### src/rtl/muldiv_unit.sv
// Iterative multiply/divide unit with architectural HI/LO registers.
// Shift-add multiply and restoring divide run on magnitudes; signs are applied in FIX.
module muldiv_unit #(
  parameter int WIDTH     = 32,
  parameter bit SIGNED_EN = 1'b1
) (
  input  logic             clk,
  input  logic             reset,
  input  logic             start,
  input  logic [1:0]       op,
  input  logic [WIDTH-1:0] a,
  input  logic [WIDTH-1:0] b,
  input  logic             flush,
  input  logic             wr_hi,
  input  logic             wr_lo,
  input  logic [WIDTH-1:0] wdata,
  output logic             busy,
  output logic             done,
  output logic [WIDTH-1:0] hi,
  output logic [WIDTH-1:0] lo
);

  localparam int CW = (WIDTH > 1) ? $clog2(WIDTH) : 1;
  localparam logic [CW-1:0]      LAST    = CW'(WIDTH - 1);
  localparam logic [CW-1:0]      CNT_0   = {CW{1'b0}};
  localparam logic [CW-1:0]      CNT_1   = {{(CW-1){1'b0}}, 1'b1};
  localparam logic [WIDTH-1:0]   ZERO_W  = {WIDTH{1'b0}};
  localparam logic [WIDTH-1:0]   ONES_W  = {WIDTH{1'b1}};
  localparam logic [WIDTH-1:0]   ONE_W   = {{(WIDTH-1){1'b0}}, 1'b1};
  localparam logic [2*WIDTH-1:0] ZERO_2W = {(2*WIDTH){1'b0}};
  localparam logic [2*WIDTH-1:0] ONE_2W  = {{(2*WIDTH-1){1'b0}}, 1'b1};

  typedef enum logic [1:0] {IDLE = 2'd0, RUN = 2'd1, FIX = 2'd2} state_t;

  state_t             state_q, state_d;
  logic [CW-1:0]      count_q, count_d;
  logic [2*WIDTH-1:0] acc_q, acc_d;
  logic [WIDTH-1:0]   b_q, b_d;
  logic [WIDTH-1:0]   a_raw_q, a_raw_d;
  logic               is_div_q, is_div_d;
  logic               a_neg_q, a_neg_d;
  logic               b_neg_q, b_neg_d;
  logic [WIDTH-1:0]   hi_q, hi_d;
  logic [WIDTH-1:0]   lo_q, lo_d;
  logic               done_q, done_d;

  logic               signed_op_s, a_sgn_s, b_sgn_s;
  logic [WIDTH-1:0]   a_mag_s, b_mag_s;
  logic [WIDTH:0]     mul_sum_s, div_trial_s;
  logic [WIDTH-1:0]   div_rem_s;
  logic [2*WIDTH-1:0] mul_next_s, div_next_s, prod_s;
  logic [WIDTH-1:0]   quo_s, rem_s;
  logic               res_neg_s;

  // Operand magnitudes, single-step datapaths and sign-corrected results.
  always_comb begin
    signed_op_s = SIGNED_EN && !op[0];
    a_sgn_s     = signed_op_s && a[WIDTH-1];
    b_sgn_s     = signed_op_s && b[WIDTH-1];
    a_mag_s     = a_sgn_s ? (~a + ONE_W) : a;
    b_mag_s     = b_sgn_s ? (~b + ONE_W) : b;

    mul_sum_s   = {1'b0, acc_q[2*WIDTH-1:WIDTH]} + {1'b0, (acc_q[0] ? b_q : ZERO_W)};
    mul_next_s  = {mul_sum_s, acc_q[WIDTH-1:1]};

    // Partial remainder < divisor, so the WIDTH+1 bit trial's MSB is a valid borrow flag.
    div_trial_s = {acc_q[2*WIDTH-1:WIDTH], acc_q[WIDTH-1]} - {1'b0, b_q};
    div_rem_s   = div_trial_s[WIDTH] ? {acc_q[2*WIDTH-2:WIDTH], acc_q[WIDTH-1]}
                                     : div_trial_s[WIDTH-1:0];
    div_next_s  = {div_rem_s, acc_q[WIDTH-2:0], ~div_trial_s[WIDTH]};

    res_neg_s   = a_neg_q ^ b_neg_q;
    prod_s      = res_neg_s ? (~acc_q + ONE_2W) : acc_q;
    quo_s       = res_neg_s ? (~acc_q[WIDTH-1:0] + ONE_W) : acc_q[WIDTH-1:0];
    rem_s       = a_neg_q ? (~acc_q[2*WIDTH-1:WIDTH] + ONE_W) : acc_q[2*WIDTH-1:WIDTH];
  end

  // Next-state and HI/LO update logic.
  always_comb begin
    state_d  = state_q;
    count_d  = count_q;
    acc_d    = acc_q;
    b_d      = b_q;
    a_raw_d  = a_raw_q;
    is_div_d = is_div_q;
    a_neg_d  = a_neg_q;
    b_neg_d  = b_neg_q;
    hi_d     = hi_q;
    lo_d     = lo_q;
    done_d   = 1'b0;
    case (state_q)
      IDLE: begin
        if (wr_hi) hi_d = wdata;
        else       hi_d = hi_q;
        if (wr_lo) lo_d = wdata;
        else       lo_d = lo_q;
        if (start && !flush) begin
          state_d  = RUN;
          count_d  = CNT_0;
          is_div_d = op[1];
          a_neg_d  = a_sgn_s;
          b_neg_d  = b_sgn_s;
          a_raw_d  = a;
          b_d      = b_mag_s;
          acc_d    = {ZERO_W, a_mag_s};
        end else begin
          state_d  = IDLE;
        end
      end
      RUN: begin
        if (flush) begin
          state_d = IDLE;
        end else begin
          acc_d = is_div_q ? div_next_s : mul_next_s;
          if (count_q == LAST) state_d = FIX;
          else                 count_d = count_q + CNT_1;
        end
      end
      FIX: begin
        state_d = IDLE;
        if (flush) begin
          done_d = 1'b0;
        end else begin
          done_d = 1'b1;
          if (!is_div_q) begin
            {hi_d, lo_d} = prod_s;
          end else if (b_q == ZERO_W) begin
            hi_d = a_raw_q;
            lo_d = ONES_W;
          end else begin
            hi_d = rem_s;
            lo_d = quo_s;
          end
        end
      end
      default: state_d = IDLE;
    endcase
  end

  // State and architectural registers.
  always_ff @(posedge clk or posedge reset) begin
    if (reset) begin
      state_q  <= IDLE;
      count_q  <= CNT_0;
      acc_q    <= ZERO_2W;
      b_q      <= ZERO_W;
      a_raw_q  <= ZERO_W;
      is_div_q <= 1'b0;
      a_neg_q  <= 1'b0;
      b_neg_q  <= 1'b0;
      hi_q     <= ZERO_W;
      lo_q     <= ZERO_W;
      done_q   <= 1'b0;
    end else begin
      state_q  <= state_d;
      count_q  <= count_d;
      acc_q    <= acc_d;
      b_q      <= b_d;
      a_raw_q  <= a_raw_d;
      is_div_q <= is_div_d;
      a_neg_q  <= a_neg_d;
      b_neg_q  <= b_neg_d;
      hi_q     <= hi_d;
      lo_q     <= lo_d;
      done_q   <= done_d;
    end
  end

  assign busy = (state_q != IDLE);
  assign done = done_q;
  assign hi   = hi_q;
  assign lo   = lo_q;

endmodule

### config.mk
export PLATFORM = sky130hd
export DESIGN_NAME = muldiv_unit
export DESIGN_NICKNAME = d
export VERILOG_FILES = /design/src/rtl/muldiv_unit.sv
export SDC_FILE = /design/constraint.sdc
export NUM_CORES = 1
export LEC_CHECK = 0
export BUFFER_PORTS_ARGS = -buffer_cell sky130_fd_sc_hd__buf_2
export CORE_ASPECT_RATIO = 1.1
export CORE_UTILIZATION = 45
export DETAILED_ROUTE_END_ITERATION = 12
export MAX_ROUTING_LAYER = met4
export PLACE_DENSITY = 0.69
export SKIP_CTS_REPAIR_TIMING = 1
export SYNTH_ARGS = -nofsm -noshare
export SYNTH_HDL_FRONTEND = slang
export SYNTH_SLANG_ARGS = --single-unit
export TNS_END_PERCENT = 1
### constraint.sdc
create_clock -name clk -period 13.04 [get_ports clk]
set_clock_uncertainty 0.15 [all_clocks]
set_input_delay 1.956 -clock clk [delete_from_list [all_inputs] [get_ports clk]]
set_output_delay 1.956 -clock clk [all_outputs]
set_load 0.005 [all_outputs]
==> results.sh, run 1 <==
export IMPL_status="finished clean"
export IMPL_pwr_share_comb_pct=51.2
export IMPL_critical_path_class="register to register"
export IMPL_period_share_pct=36.52
export IMPL_power_switching_share_pct=45.89
export IMPL_die_h_um=202.7
export IMPL_path_delay_family="compound AO/OA/AOI/OAI gates"
export IMPL_wl_per_cell_um=20.62
export IMPL_maxClockFrequency_mhz=210.0
export IMPL_avgSynthCellArea_um2=7.717
export IMPL_hold_path_startpoint="hi[11]"
export IMPL_power_switching_w=0.001686
export IMPL_cts_buffers_inserted=25
export IMPL_worstPathMaxFanout=23
export IMPL_fillers=3495
export IMPL_antenna_cells=0
export IMPL_fin_area_mm2=0.01859
export IMPL_die_area_mm2=0.03740
export IMPL_multi_input_area_mm2=0.01064
export IMPL_rsz0062_at_grt="false"
export IMPL_layout_drive_gt1_share_pct=12.09
export IMPL_finalHoldViolCount=0
export IMPL_power_density_mw_per_mm2=197.7
export IMPL_grt_max_degree=136
export IMPL_maxCapViolCount=0
export IMPL_grt_ovfl_total=0
export IMPL_worst_ep_required_time_ns=13.33
export IMPL_initial_core_util_pct=45.69
export IMPL_synth_edf_count=0
export IMPL_synth_top_flop_cell="dfrtp_1"
export IMPL_rows=73
export IMPL_slowest_stage="a311oi_1"
export IMPL_period_minus_slack_ns=4.762
export IMPL_cts_sinks=203
export IMPL_internal_power_w=0.001988
export IMPL_clock_latency_ns=0.57
export IMPL_seq_area_mm2=0.005084
export IMPL_synth_area_mm2=0.01648
export IMPL_dp_hpwl_mm=42.60
export IMPL_post_dp_cell_area_mm2=0.01769
export IMPL_slowest_delay_ns=0.66
export IMPL_num_io_pins=170
export IMPL_reg2regPathDepth=14
export IMPL_end_kind="register"
export IMPL_htree_levels=1
export IMPL_tns_ns=0
export IMPL_r2r_slack_ns=8.28
export IMPL_ys_warn_count=0
export IMPL_p_clk_share_pct=20.7
export IMPL_irDropWorstVdd_v=0.0001226
export IMPL_first_global_vias=15623
export IMPL_dr_pass1_iters=5
export IMPL_vias=16440
export IMPL_max_slew_margin_pct=24.13
export IMPL_cp_start_kind="register"
export IMPL_place_gp_congestion=0.9622
export IMPL_setup_violations=0
export IMPL_arrival_ns=5.05
export IMPL_ant_nets=0
export IMPL_min_path_type="register to register"
export IMPL_syn_nets=2312
export IMPL_p_seq_share_pct=28.1
export IMPL_grt_first_pass_wirelength_mm=87.91
export IMPL_max_slew_worst_pin_slew_ns=1.135
export IMPL_crit_top_cell="buf_4"
export IMPL_critPathBufInv=3
export IMPL_hold_path_end="hi[11]"
export IMPL_area_growth_pct=12.74
export IMPL_root_buffer="clkbuf_16"
export IMPL_r2r_end="acc_q[53]"
export IMPL_drcViolationCount=0
export IMPL_yosysSeqAreaShare_pct=30.82
export IMPL_synthDistinctLibCells=78
export IMPL_reg2reg_from="acc_q[31]"
export IMPL_drt_vias_per_instance=6.024
export IMPL_antenna_found_initial=0
export IMPL_mostFrequentLayoutCells="nand2_1 (332), o21ai_0 (247), dfrtp_1 (202)"
export IMPL_postSynth_asyncResetShare_pct=100.0
export IMPL_path_clk_slew_ns=0.06
export IMPL_drv_slew=0
export IMPL_final_nets=2399
export IMPL_clock_path_buffers=3
export IMPL_drt_initial_drc_count=1275
export IMPL_p_leak_nw=8.407
export IMPL_io_buffers=169
export IMPL_ys_seq_elements=203
export IMPL_die_w_um=184.5
export IMPL_cts_tree="done"
export IMPL_grtUsageTotal_pct=30.95
export IMPL_routed_wl_mm=56.28
export IMPL_layout_commonest_cell="nand2_1"
export IMPL_critical_path_cell_chain="inv_1 > ha_1 > fa_1 > nor2b_1 > o31ai_1 > a311oi_1 > o211ai_1 > and2_1 > o21ai_0 > buf_4 > a211o_1 > buf_4 > nand3_1 > o221ai_1"
export IMPL_core_area_mm2=0.03608
export IMPL_hold_depth=2
export IMPL_postSynthCellCount=2136
[worst reg2reg max path, delay by kind of cell (launching register included)]
family          cells  cell delay, ns
buf+inv             3            0.76
flops               1            0.41
simple gates        3            0.70
fa+ha+maj           2            0.67
compound gates      6            1.99
[Yosys cell counts, drive strengths merged (14+ instances only)]
| master | n | area (µm²) |
|---|---|---|
| nand2 | 332 | 1246 |
| o21ai | 252 | 1261 |
| dfrtp | 203 | 5080 |
| nor2 | 157 | 589.3 |
| a21oi | 144 | 720.7 |
| clkbuf | 125 | 469.2 |
| xnor2 | 89 | 779.5 |
| xor2 | 87 | 762.0 |
| inv | 76 | 285.3 |
| ha | 70 | 875.8 |
| mux2i | 63 | 630.6 |
| nor3 | 44 | 225.2 |
| o22ai | 43 | 269.0 |
| or3 | 35 | 224.0 |
| nand3 | 34 | 170.2 |
| o211ai | 30 | 225.2 |
| a31oi | 28 | 175.2 |
| nor4 | 26 | 183.9 |
| a21o | 23 | 172.7 |
| o31ai | 20 | 150.1 |
| nand2b | 17 | 106.4 |
| a22oi | 16 | 120.1 |
| or4 | 16 | 123.9 |
| and3 | 15 | 93.84 |
| nand4 | 15 | 93.84 |
| o41ai | 14 | 141.4 |
[power groups by stage]
stage,Clock [W],Sequential [W],Combinational [W]
final,0.000761,0.00103,0.00188
after global routing,0.000796,0.00105,0.00207
after CTS,0.000770,0.00103,0.00185
after detailed placement,0,0.00104,0.00184
after global placement,0,0.00103,0.00181
after floorplan,0,0.000892,0.00144
[sequential cells by signal, summed over array words and instances, names as in the netlist]
register,count
b_q,32
a_raw_q,32
a_neg_q,1
acc_q,64
state_q,2
hi,32
count_q,5
is_div_q,1
lo,32
done,1
b_neg_q,1
[routing by layer]
layer | track usage [%] | vias to the layer above | share of wire (%)
met3 | 3.408 | 176 | 7.0
met4 | 20.68 | 0 | 7.7
li1 | - | 7846 | -
met2 | 48.32 | 751 | 45
met1 | 37.68 | 7667 | 40
met5 | - | - | 0
[kinds of logic (layout without fill, tap and decap cells)]
group,after synthesis,in the layout,share of synthesized area [%]
buf+inv,215,321,5.032
mux,63,63,3.825
simple gates,739,739,20.72
fa+ha+maj,72,72,5.556
xor+xnor,176,176,9.351
flops,203,203,30.82
compound gates,668,668,24.70
[how the worst max path moves through the flow]
stage              start   endpoint  slack (ns)  cells past startpoint
6_report       acc_q[31]  acc_q[53]        8.28                     14
5_1_grt             b[8]    b_q[31]        7.94                     10
4_1_cts             b[8]    b_q[29]        8.30                     10
3_5_place_dp        b[8]    b_q[29]        7.74                     10
3_3_place_gp        b[8]    b_q[29]        7.73                     10
2_1_floorplan      reset    a_neg_q        5.39                      1
[area by class of cell]
| class | count | area share [%] |
|---|---|---|
| clock buffers | 29 | 3.501 |
| clock inverters | 17 | 1.306 |
| inverters | 77 | 1.596 |
| multi-input cells | 1718 | 57.24 |
| flip-flops and latches | 203 | 27.35 |
| well taps | 487 | 3.279 |
| repair buffers | 198 | 5.722 |
[per-stage QoR]
step                util [%]  worst slack [ns]  std cells  hold slack (ns)  total power (W)
finish                 51.51             8.278       2729           0.3273         0.003674
global route           51.51             7.936       2729           0.3512         0.003917
CTS                    51.51             8.301       2729           0.3290         0.003648
detailed placement     49.04             7.744       2683           0.3153         0.002879
global placement       49.04             7.727       2683           0.3062         0.002839
floorplan                  -             5.395       2136           0.2904         0.002333
Note: power is estimated with default switching activity, not from simulation.
==> run 2, diff against run 1 <==
--- a/config.mk
+++ b/config.mk
@@ -5,12 +5,13 @@
 export SDC_FILE = /design/constraint.sdc
 export NUM_CORES = 1
 export LEC_CHECK = 0
+export ABC_AREA = 1
 export BUFFER_PORTS_ARGS = -buffer_cell sky130_fd_sc_hd__buf_2
 export CORE_ASPECT_RATIO = 1.1
 export CORE_UTILIZATION = 45
 export DETAILED_ROUTE_END_ITERATION = 12
 export MAX_ROUTING_LAYER = met4
-export PLACE_DENSITY = 0.69
+export PLACE_DENSITY = 0.68
 export SKIP_CTS_REPAIR_TIMING = 1
 export SYNTH_ARGS = -nofsm -noshare
 export SYNTH_HDL_FRONTEND = slang
==> constraint.sdc (replaced) <==
create_clock -name clk -period 4.79 [get_ports clk]
set_clock_uncertainty 0.15 [all_clocks]
set_input_delay 0.7185 -clock clk [delete_from_list [all_inputs] [get_ports clk]]
set_output_delay 0.7185 -clock clk [all_outputs]
set_load 0.005 [all_outputs]
==> run 2 against run 1 <==
  * Global-route usage is 5.0 points higher
  * Synthesized cell count grew 57%
  * First-iteration DRC count grew 45%
  * Non-clock buffer count is the same
  * Cell area is 16% higher
  * Die area is 19% higher
  * Sequential share of layout area down 3.9 points
  * Power increased to 3.8 times the previous value
  * Critical path depth up 3
  * Area after synthesis rose by 19%
  * Clock-buffer cell count up 5
  * Sequential power increased to 3.3 times the previous value
  * Critical endpoint is now acc_q[59]
  * Largest power group unchanged
==> results.sh, run 2 <==
export IMPL_status="finished clean"
export IMPL_grtUsageTotal_pct=35.92
export IMPL_synth_most_common_cell="nand2_1"
export IMPL_tns_ns=0
export IMPL_power_w=0.01390
export IMPL_synth_top_area_share_pct=25.93
export IMPL_seq_area_mm2=0.005081
export IMPL_top_register="acc_q"
export IMPL_arrival_ns=3.71
export IMPL_synth_area_mm2=0.01959
export IMPL_die_w_um=200.9
export IMPL_slowest_delay_ns=0.88
export IMPL_ys_top_cells_by_area="dfrtp_1 (26%), nand2_1 (20%), inv_1 (8.5%)"
export IMPL_vias=22015
export IMPL_finish_utilization_pct=50.80
export IMPL_drt_vias_per_instance=5.457
export IMPL_path_clk_slew_ns=0.07
export IMPL_period_minus_slack_ns=3.426
export IMPL_io_buffers=169
export IMPL_clock_path_buffers=3
export IMPL_grt_max_degree=129
export IMPL_grt_first_pass_wirelength_mm=120.3
export IMPL_dp_hpwl_mm=62.62
export IMPL_irDropWorstVdd_v=0.0003803
export IMPL_antenna_found_initial=0
export IMPL_wl_per_cell_um=19.49
export IMPL_layout_drive_gt1_share_pct=8.797
export IMPL_final_nets=3629
export IMPL_area_growth_pct=10.48
export IMPL_critPathBufInv=2
export IMPL_critical_path_class="register to register"
export IMPL_num_io_pins=170
export IMPL_multi_input_area_mm2=0.01231
export IMPL_worst_ep_required_time_ns=5.08
export IMPL_drt_initial_drc_count=1846
export IMPL_worstPathMaxFanout=23
export IMPL_end_kind="register"
export IMPL_max_slew_margin_pct=23.49
export IMPL_place_gp_congestion=1.045
export IMPL_first_global_vias=20651
export IMPL_rows=79
export IMPL_synth_top_flop_cell="dfrtp_1"
export IMPL_period_share_pct=71.52
export IMPL_mostFrequentLayoutCells="nand2_1 (1043), inv_1 (438), nor2_1 (435)"
export IMPL_drcViolationCount=0
export IMPL_clock_latency_ns=0.56
export IMPL_setup_violations=0
export IMPL_routed_wl_mm=78.64
export IMPL_maxClockFrequency_mhz=291.9
export IMPL_max_slew_worst_pin_slew_ns=1.148
export IMPL_ys_warn_count=0
export IMPL_yosysSeqAreaShare_pct=25.93
export IMPL_path_delay_family="simple AND/OR/NAND/NOR gates"
export IMPL_reg2regPathDepth=17
export IMPL_layout_commonest_cell="nand2_1"
export IMPL_ys_seq_elements=203
export IMPL_drv_slew=0
export IMPL_grt_ovfl_total=0
export IMPL_synthDistinctLibCells=44
export IMPL_yosys_area_top_type="dfrtp_1"
export IMPL_htree_levels=1
export IMPL_cts_buffers_inserted=24
export IMPL_synthTopCellsByCount="nand2_1 (1043), inv_1 (441), nor2_1 (439)"
export IMPL_power_density_mw_per_mm2=642.1
export IMPL_p_leak_nw=11.38
export IMPL_postSynthCellCount=3345
export IMPL_die_area_mm2=0.04437
export IMPL_finalHoldViolCount=0
export IMPL_cts_tree="done"
export IMPL_dr_pass1_iters=6
export IMPL_largest_reg_flops=64
export IMPL_fillers=4655
export IMPL_cp_start_kind="register"
export IMPL_postSynth_asyncResetShare_pct=100.0
export IMPL_rsz0062_at_grt="false"
export IMPL_slowest_stage="dfrtp_1"
export IMPL_synth_edf_count=0
export IMPL_path_depth=17
export IMPL_min_path_type="input pin to async pin"
export IMPL_cts_sinks=203
export IMPL_antenna_cells=0
export IMPL_maxCapViolCount=0
export IMPL_initial_core_util_pct=45.98
export IMPL_critical_path_cell_chain="buf_4 > nand2_1 > fa_1 > inv_1 > nand3_1 > nand2_1 > nand2_1 > nand3_1 > nand2_1 > nand2_1 > nand2_1 > nand3_1 > nand2_1 > nor2_1 > nor2_1 > nand2_1 > nand2_1"
export IMPL_syn_nets=3521
export IMPL_core_area_mm2=0.04260
export IMPL_root_buffer="clkbuf_16"
export IMPL_die_h_um=220.8
export IMPL_avgSynthCellArea_um2=5.856
export IMPL_ant_nets=0
export IMPL_crit_top_cell="nand2_1"
run 2: cell count changes in the layout (fill, tap and decap cells not counted), moves of 24 or more:
cell / delta
xnor2_1: -69
inv_1: +363
or3_1: -34
nand3_1: +256
mux2i_1: -63
nor2_1: +280
nor3_1: -27
nand2_1: +711
o21ai_0: -26
o22ai_1: -43
xor2_1: -24
nand4_1: +25
a21oi_1: +91
o211ai_1: -24
run 2: area by class of cell:
cell class	count	area share [%]
clock inverters	6	0.3527
inverters	449	7.805
well taps	567	3.278
flip-flops and latches	203	23.48
repair buffers	198	5.030
clock buffers	34	3.180
multi-input cells	2577	56.88
run 2: cell families (layout without fill, tap and decap cells):
kind of cell	Yosys count	count (layout)	share of synthesized area [%]
buf+inv	565	687	11.32
xor+xnor	82	82	3.705
simple gates	1908	1908	40.67
compound gates	515	515	13.70
flops	203	203	25.93
fa+ha+maj	72	72	4.676
run 2: through the flow:
| step | instances | instance area (µm²) | setup WS [ns] | hold slack, ns |
|---|---|---|---|---|
| final | 4034 | 21640 | 1.364 | 0.1392 |
| after global routing | 4034 | 21640 | 1.002 | 0.1824 |
| after CTS | 4034 | 21640 | 1.406 | 0.1748 |
| after detailed placement | 3994 | 20880 | 1.416 | 0.3181 |
| after global placement | 3994 | 20880 | 1.529 | 0.3140 |
| after floorplan | 3345 | 19590 | 1.291 | 0.2979 |
run 2: per-layer routing:
layer	wire, µm	part of all wire (%)	GRT usage, %	up-vias
li1	-	-	-	10854
met1	30660	39	41.79	10026
met2	36720	47	58.24	906
met3	5042	6.4	3.976	229
met4	6215	7.9	24.58	0
met5	0	0	-	-
run 2: worst min-delay path: stages:
cell and delay [ns]:
buf_2 0.11, clkinvlp_4 0.10, buf_12 0.31
run 2: path summary, 6_finish.rpt:
| kind | from | endpoint | slack (ns) |
|---|---|---|---|
| worst max-delay path | acc_q[0] | acc_q[59] | 1.36 |
| min in group clk | b[26] | b_q[26] | 0.29 |
| worst min register to register | lo[6] | lo[6] | 0.33 |
| max in group asynchronous | reset | b_q[21] | 3.56 |
| worst min-delay path | reset | lo[22] | 0.14 |
| worst max register to register | acc_q[0] | acc_q[59] | 1.36 |
run 2: report_power, final:
part / switching (W) / total, W / internal (W)
clock: 0.000799 / 0.00185 / 0.00105
sequential: 0.00110 / 0.00336 / 0.00226
combinational: 0.00594 / 0.00868 / 0.00275
total: 0.00783 / 0.0139 / 0.00606
